$ cat src/rtl/stream_mux_pkg.sv
// -----------------------------------------------------------------------------
// stream_mux_pkg
// Shared definitions for the stream_mux block:
//   - state_e   : packet FSM states (ST_IDLE waits for a request, ST_LOCK holds
//                 the grant until the packet's last beat has been accepted)
//   - sel_width : width of a channel index, kept at least 1 bit so a
//                 single-channel build still has a legal index vector
// -----------------------------------------------------------------------------
package stream_mux_pkg;

    typedef enum logic {
        ST_IDLE = 1'b0,
        ST_LOCK = 1'b1
    } state_e;

    // clog2 that never returns 0, so N = 1 still yields a 1-bit index
    function automatic int sel_width(input int n);
        return (n > 1) ? $clog2(n) : 1;
    endfunction

endpackage

$ cat src/rtl/stream_mux_arb.sv
// -----------------------------------------------------------------------------
// stream_mux_arb
// Combinational N-way picker used by stream_mux while it is idle.
// Build option: STREAM_MUX_RR_EN
//   undefined : fixed priority, lowest requesting index wins
//   defined   : round robin, first requester at or after rr_ptr_i (wrapping)
// Ports:
//   req_i     [N-1:0]     request vector (one bit per channel)
//   rr_ptr_i  [SEL_W-1:0] search start index (only with STREAM_MUX_RR_EN)
//   idx_o     [SEL_W-1:0] picked channel, 0 when nothing requests
//   any_o                 at least one request present
// -----------------------------------------------------------------------------
module stream_mux_arb
    import stream_mux_pkg::*;
#(
    parameter int N     = 4,
    parameter int SEL_W = sel_width(N)
) (
    input  logic [N-1:0]     req_i,
`ifdef STREAM_MUX_RR_EN
    input  logic [SEL_W-1:0] rr_ptr_i,
`endif
    output logic [SEL_W-1:0] idx_o,
    output logic             any_o
);

    // Walk the channels in search order and keep the first requester found.
    always_comb begin
        int             ch;
        logic           found;
        logic [N-1:0]   hit;
        idx_o = '0;
        found = 1'b0;
        for (int k = 0; k < N; k++) begin
`ifdef STREAM_MUX_RR_EN
            ch = (int'(rr_ptr_i) + k) % N;
`else
            ch = k;
`endif
            // shift instead of a variable bit-select keeps the index width clean
            hit = req_i >> ch;
            if (!found && hit[0]) begin
                idx_o = SEL_W'(ch);
                found = 1'b1;
            end else begin
                found = found;
            end
        end
        any_o = found;
    end

endmodule

$ cat src/rtl/stream_mux.sv
// -----------------------------------------------------------------------------
// stream_mux
// N-channel valid/ready stream multiplexer with packet locking and a single
// registered output stage. A channel is picked while idle, keeps the grant for
// its whole packet (until a beat with in_last is accepted), and every accepted
// beat lands in the output register tagged with its source channel.
// Build option: STREAM_MUX_RR_EN selects round-robin arbitration (adds the
// rr_ptr register); without it the lowest-index requester always wins.
// Ports:
//   clk, rst_n            clock (rising edge), asynchronous active-low reset
//   in_valid  [N-1:0]     per-channel beat valid
//   in_data   [N*WIDTH-1:0] channel i at [i*WIDTH +: WIDTH]
//   in_last   [N-1:0]     per-channel end-of-packet
//   in_ready  [N-1:0]     per-channel accept, one-hot or zero
//   out_valid/out_data/out_last/out_src  registered output beat
//   out_ready             consumer accept
// -----------------------------------------------------------------------------
module stream_mux
    import stream_mux_pkg::*;
#(
    parameter  int WIDTH = 32,
    parameter  int N     = 4,
    localparam int SEL_W = sel_width(N)
) (
    input  logic               clk,
    input  logic               rst_n,
    input  logic [N-1:0]       in_valid,
    input  logic [N*WIDTH-1:0] in_data,
    input  logic [N-1:0]       in_last,
    output logic [N-1:0]       in_ready,
    output logic               out_valid,
    output logic [WIDTH-1:0]   out_data,
    output logic               out_last,
    output logic [SEL_W-1:0]   out_src,
    input  logic               out_ready
);

    state_e           state_q, state_d;
    logic [SEL_W-1:0] grant_q, grant_d;
    logic             out_valid_q, out_valid_d;
    logic [WIDTH-1:0] out_data_q, out_data_d;
    logic             out_last_q, out_last_d;
    logic [SEL_W-1:0] out_src_q, out_src_d;

    logic [WIDTH-1:0] chan_data_s [N];
    logic [WIDTH-1:0] sel_data_s;
    logic             sel_valid_s;
    logic             sel_last_s;
    logic             can_load_s;
    logic             xfer_s;
    logic             pkt_end_s;
    logic [SEL_W-1:0] arb_idx_s;
    logic             arb_any_s;

`ifdef STREAM_MUX_RR_EN
    logic [SEL_W-1:0] rr_ptr_q, rr_ptr_d;
`endif

    stream_mux_arb #(
        .N     (N),
        .SEL_W (SEL_W)
    ) u_arb (
        .req_i    (in_valid),
`ifdef STREAM_MUX_RR_EN
        .rr_ptr_i (rr_ptr_q),
`endif
        .idx_o    (arb_idx_s),
        .any_o    (arb_any_s)
    );

    // Route the granted channel and decide whether a beat moves this cycle.
    always_comb begin
        for (int i = 0; i < N; i++) begin
            chan_data_s[i] = in_data[i*WIDTH +: WIDTH];
        end
        sel_valid_s = in_valid[grant_q];
        sel_last_s  = in_last[grant_q];
        sel_data_s  = chan_data_s[grant_q];
        // the output register can take a beat when empty or draining now
        can_load_s  = !out_valid_q || out_ready;
        xfer_s      = (state_q == ST_LOCK) && sel_valid_s && can_load_s;
        pkt_end_s   = xfer_s && sel_last_s;
    end

    // Only the granted channel sees ready, and only while locked.
    always_comb begin
        in_ready = '0;
        if (state_q == ST_LOCK) begin
            in_ready[grant_q] = can_load_s;
        end else begin
            in_ready = '0;
        end
    end

    // Packet FSM: arbitrate in IDLE, hold the grant in LOCK until the last beat.
    always_comb begin
        state_d = state_q;
        grant_d = grant_q;
        case (state_q)
            ST_IDLE: begin
                if (arb_any_s) begin
                    state_d = ST_LOCK;
                    grant_d = arb_idx_s;
                end else begin
                    state_d = ST_IDLE;
                end
            end
            ST_LOCK: begin
                if (pkt_end_s) begin
                    state_d = ST_IDLE;
                end else begin
                    state_d = ST_LOCK;
                end
            end
            default: begin
                state_d = ST_IDLE;
                grant_d = '0;
            end
        endcase
    end

    // Output register: load on input transfer, clear on drain, otherwise hold.
    always_comb begin
        out_valid_d = out_valid_q;
        out_data_d  = out_data_q;
        out_last_d  = out_last_q;
        out_src_d   = out_src_q;
        if (xfer_s) begin
            out_valid_d = 1'b1;
            out_data_d  = sel_data_s;
            out_last_d  = sel_last_s;
            out_src_d   = grant_q;
        end else if (out_ready) begin
            out_valid_d = 1'b0;
        end else begin
            out_valid_d = out_valid_q;
        end
    end

    // State, grant and output stage registers.
    always_ff @(posedge clk or negedge rst_n) begin
        if (!rst_n) begin
            state_q     <= ST_IDLE;
            grant_q     <= '0;
            out_valid_q <= 1'b0;
            out_data_q  <= '0;
            out_last_q  <= 1'b0;
            out_src_q   <= '0;
        end else begin
            state_q     <= state_d;
            grant_q     <= grant_d;
            out_valid_q <= out_valid_d;
            out_data_q  <= out_data_d;
            out_last_q  <= out_last_d;
            out_src_q   <= out_src_d;
        end
    end

`ifdef STREAM_MUX_RR_EN
    // Advance the search start past the channel whose packet just ended.
    always_comb begin
        rr_ptr_d = rr_ptr_q;
        if (pkt_end_s) begin
            if (grant_q == SEL_W'(N - 1)) begin
                rr_ptr_d = '0;
            end else begin
                rr_ptr_d = grant_q + SEL_W'(1);
            end
        end else begin
            rr_ptr_d = rr_ptr_q;
        end
    end

    // Round-robin pointer register.
    always_ff @(posedge clk or negedge rst_n) begin
        if (!rst_n) begin
            rr_ptr_q <= '0;
        end else begin
            rr_ptr_q <= rr_ptr_d;
        end
    end
`endif

    assign out_valid = out_valid_q;
    assign out_data  = out_data_q;
    assign out_last  = out_last_q;
    assign out_src   = out_src_q;

endmodule

$ cat config.mk
export PLATFORM = sky130hd
export DESIGN_NAME = stream_mux
export DESIGN_NICKNAME = d
export VERILOG_FILES = /design/src/rtl/stream_mux_pkg.sv /design/src/rtl/stream_mux_arb.sv /design/src/rtl/stream_mux.sv
export SDC_FILE = /design/constraint.sdc
export NUM_CORES = 1
export LEC_CHECK = 0
export ABC_AREA = 0
export CAP_MARGIN = 20
export CORE_MARGIN = 1.5
export CORE_UTILIZATION = 35
export DETAILED_ROUTE_END_ITERATION = 8
export PLACE_DENSITY = 0.82
export REMOVE_ABC_BUFFERS = 1
export SLEW_MARGIN = 15
export SYNTH_ARGS = -nofsm -noshare
export SYNTH_HDL_FRONTEND = slang
export SYNTH_SLANG_ARGS = --single-unit
$ cat constraint.sdc
create_clock -name clk -period 5.3 [get_ports clk]
set_input_delay 0.795 -clock clk [delete_from_list [all_inputs] [get_ports clk]]
set_output_delay 0.795 -clock clk [all_outputs]
set_load 0.005 [all_outputs]
# Yosys cells after proc, flatten, opt, wreduce, memory -nomap -nowiden
# Cells that the tools add are included.
# W data, S select, Z words.
# totals
out_inout_bits	40
ff_bits	39
# op_classes
n_bitwise	3
n_reduce_logical	14
muxes	22
n_lt_le_gt_ge	3
# op_table
operator	n
$bmux W32 S2	1
$mux W32	2
$mux W1	12
$logic_and A1 B1 Y1	7
$and A4 B4 Y4	1
$bmux W1 S2	2
$logic_not A1 Y1	4
$mux W2	2
$mux W4	1
$ge A3 B3 Y1 const B	1
$lt A2 B3 Y1 const B	1
$not A2 Y3	1
$demux W1 S2	1
$ge A2 B1 Y1 const B	1
$pmux W1 S2	1
$reduce_and A2 Y1	1
$reduce_bool A2 Y1	1
$logic_or A1 B1 Y1	1
$not A1 Y1	1

# Depth between registers and ports, before layout
# depth
ltp_word	12
mapped_depth	5
depth_no_buf	3

# Cells and area by module
# A second synthesis with hierarchy kept.
# unflattened
cells_unflattened	144
area_unflattened_um2	2651.3
# modules_own_cells
module	instances	area_each_um2	cells_per_inst
stream_mux	1	2616.3	137
stream_mux_arb	1	35.0	7

# Worst setup path after synthesis
# OpenSTA, ideal clock, no wires.
# synth_path
kind	input port to output port
startpoint	input port out_ready
endpoint	output port in_ready[0]
arrival_ns	1.389
setup_slack_ns	3.116
path_stages	4
required_time_ns	4.505
path_cell_list	nand2b_1 clkbuf_1 nand2_1 nor3_1
# synth_via
elab_chain_cells	3
# synth_rtl
element	line_no	text
from (decl)	stream_mux.sv:35	input logic out_ready
$logic_or A1 B1 Y1	stream_mux.sv:80	can_load_s = !out_valid_q || out_ready;
$and A4 B4 Y4 (no line)	-	
$mux W4	stream_mux.sv:88	if (state_q == ST_LOCK) begin
to (decl)	stream_mux.sv:30	output logic [N-1:0] in_ready,
# No other way between the ends.

# Worst setup path in the final report
# Ends and elaborated chain as after synthesis.

==> impl_results.md <==
* Status: finished, final reports clean
* Fraction of layout instances using a drive strength above 1 at 0.229
* Setup Buffers After CTS at 0
* Worst setup EP type: output pin
* Reg clk slew, reported paths at ~0.07 ns
* DR pass1 iterations at 5
* Clock sinks at 39
* Synthesis-to-finish area growth at 78.5%
* Most frequent cells in the layout: 177 x clkdlybuf4s50_1, 37 x dfrtp_1, 34 x mux4_2
* Ant. Diodes at 0
* #FFs+latches synth at 39
* Clock Tree Buf Depth at 2
* Post-CTS Resized at 0
* Total grt overflow at 0
* Drt total wl at ~7000 µm
* Clk_skew at approximately 0.0047 ns
* RSZ-0062 raised after global routing: false
* Finish-stage setup viols at 0
* Leakage power at between 0.0015 and 0.002 µW
* Actual slew at the worst max-slew pin at roughly 0.91 ns
* Gr usage total at 0.192
* Critical path data arrival time at around 2.3 ns
* GPL Wtd Cong at about 0.80
* Hold Crit Start: out_data[26]
* Inserted Clock Buffers at 5
* # hold bufs at CTS at 0
* Die height at ~86 µm
* CP max FO at 7
* Final Hold Fails at 0
* Mean Syn Cell Area at ~16 µm²
* Setup TNS at 0 ns
* Worst R2R Setup Slack at around 2.7 ns
* Vias at around 2.1k
* Min-Delay Path Class: reg -> reg
* DRC violations left at 0
* IO Port Bufs at 178
* Synth Warn # at 0
* Dpl hpwl at between 5000 and 6000 µm
* Startpoint types: primary input
* Ports at roughly 180
* R2r startpoint: grant_q[1]
* Floorplan row count at 30
* Max Clk Rate at between 300 and 400 MHz
* Vias in the first global route at around 2.3k
* Starting density of the core at 0.360
* Largest net degree at the start of global routing at 41
* Clock period minus worst slack at slightly above 3 ns
* CTS tree: built
* Worst-Skew Late Latency at about 0.28 ns
* Cells after Synth at roughly 150
* DRT antenna net count at 0
* Final slew viol count at 0
* Core footprint at approximately 0.0067 mm²
* Die area at ~0.0074 mm²
* Mapped Area at ~0.0024 mm²
* Critical Path Start: out_ready
* Iteration-0 DRC count of the detailed router at 30
* Synth cell types at 24
* Wirelength per Cell at ~17 µm
* First-pass GRT wire length at 10900 µm
* Design Area, Final at about 0.0043 mm²
* Nets at ~460
* Root buffer cell: clkbuf_8
* Period utilization at 0.588
* Fillers at between 500 and 600
* Commonest non-fill, non-tap cell in the layout: clkdlybuf4s50_1
* Vias per inst at 5.22
* Sequential element share of the synthesized area at 0.404
* Die Wd at between 80 and 90 µm
* Max-cap violations at 0
* Critical path required time at approximately 4.5 ns
* Final Util at 0.643
* Cell area after placement at 0.00422 mm²
* Worst slew margin relative to its limit at 0.391
* Worst IR Drop VDD at approximately 0.32 mV
* Initial antenna violation count at 0
* Htree depth at 2
* PwrDens at ~440 mW/mm²
* Critical path type: in -> out
worst max-delay path, cell delays in order:
cell and delay, ns:
clkdlybuf4s50_1 0.45, nand2b_1 0.28, nand2_1 0.12, nor3_1 0.15
clkdlybuf4s50_1 0.53
cell type report:
| type | instances | area, µm² | area share |
|---|---|---|---|
| sequential | 39 | 978 | 0.227 |
| inverter | 3 | 11.3 | 0.00261 |
| timing repair buffer | 179 | 1780 | 0.413 |
| tap | 80 | 100 | 0.0232 |
| clock buffer | 8 | 100 | 0.0232 |
| multi-input combinational | 94 | 1340 | 0.311 |
stage by stage:
step                      worst slack, ns  total power, µW  cells  hold WS (ns)
after floorplan                      2.35             1150    136         0.474
after global placement               2.18             1650    395         0.475
after detailed placement             2.17             1690    395         0.480
after CTS                            2.16             1910    403         0.498
after global routing                 2.02             2010    403         0.512
final                                2.18             1880    403         0.491
flip-flops by register name (all words and copies together), names as in the netlist:
signal / flops
state_q: 1
out_data: 32
out_valid: 1
out_src: 2
out_last: 1
grant_q: 2
logic make-up (layout without fill, tap and decap cells):
logic type | after synthesis | count (layout) | share of synthesized area
flip-flops | 39 | 39 | 0.404
AO/OA/AOI/OAI | 9 | 9 | 0.0243
AND/OR/NAND/NOR | 16 | 16 | 0.0362
multiplexers | 69 | 69 | 0.495
buffers and inverters | 16 | 190 | 0.0409
power breakdown:
group / switching, µW / total, µW / internal (µW)
Combinational: 309 / 1050 / 741
Clock: 100 / 219 / 119
Sequential: 159 / 612 / 453
Yosys cell counts (all sizes together):
cell type | number | area (µm²)
nor3 | 3 | 15.0
mux4 | 34 | 766
a31o | 1 | 8.76
nand2 | 3 | 11.3
nand3 | 3 | 27.5
o22ai | 1 | 6.26
and4 | 1 | 8.76
a21o | 1 | 7.51
buf | 11 | 80.1
a22o | 1 | 8.76
a21oi | 4 | 20.0
o21bai | 1 | 7.51
mux2 | 35 | 432
nor2 | 5 | 18.8
clkbuf | 2 | 7.51
nand2b | 1 | 6.26
inv | 3 | 11.3
dfrtp | 39 | 976
worst paths after layout:
path,end,depth (start not counted)
worst min register to register,out_data[26],1
min in group asynchronous,out_data[12],1
worst max-delay path,in_ready[0],5
max in group asynchronous,grant_q[0],1
worst max register to register,out_data[8],3
worst min-delay path,out_data[26],1
metal layers:
layer | vias up | share of wire | track usage
li1 | 936 | - | -
met1 | 1047 | 0.36 | 0.221
met2 | 112 | 0.53 | 0.344
met3 | 9 | 0.10 | 0.0645
met4 | 0 | 0.011 | 0.0455
met5 | - | 0 | 0
Note: power is estimated with default switching activity, not from simulation.
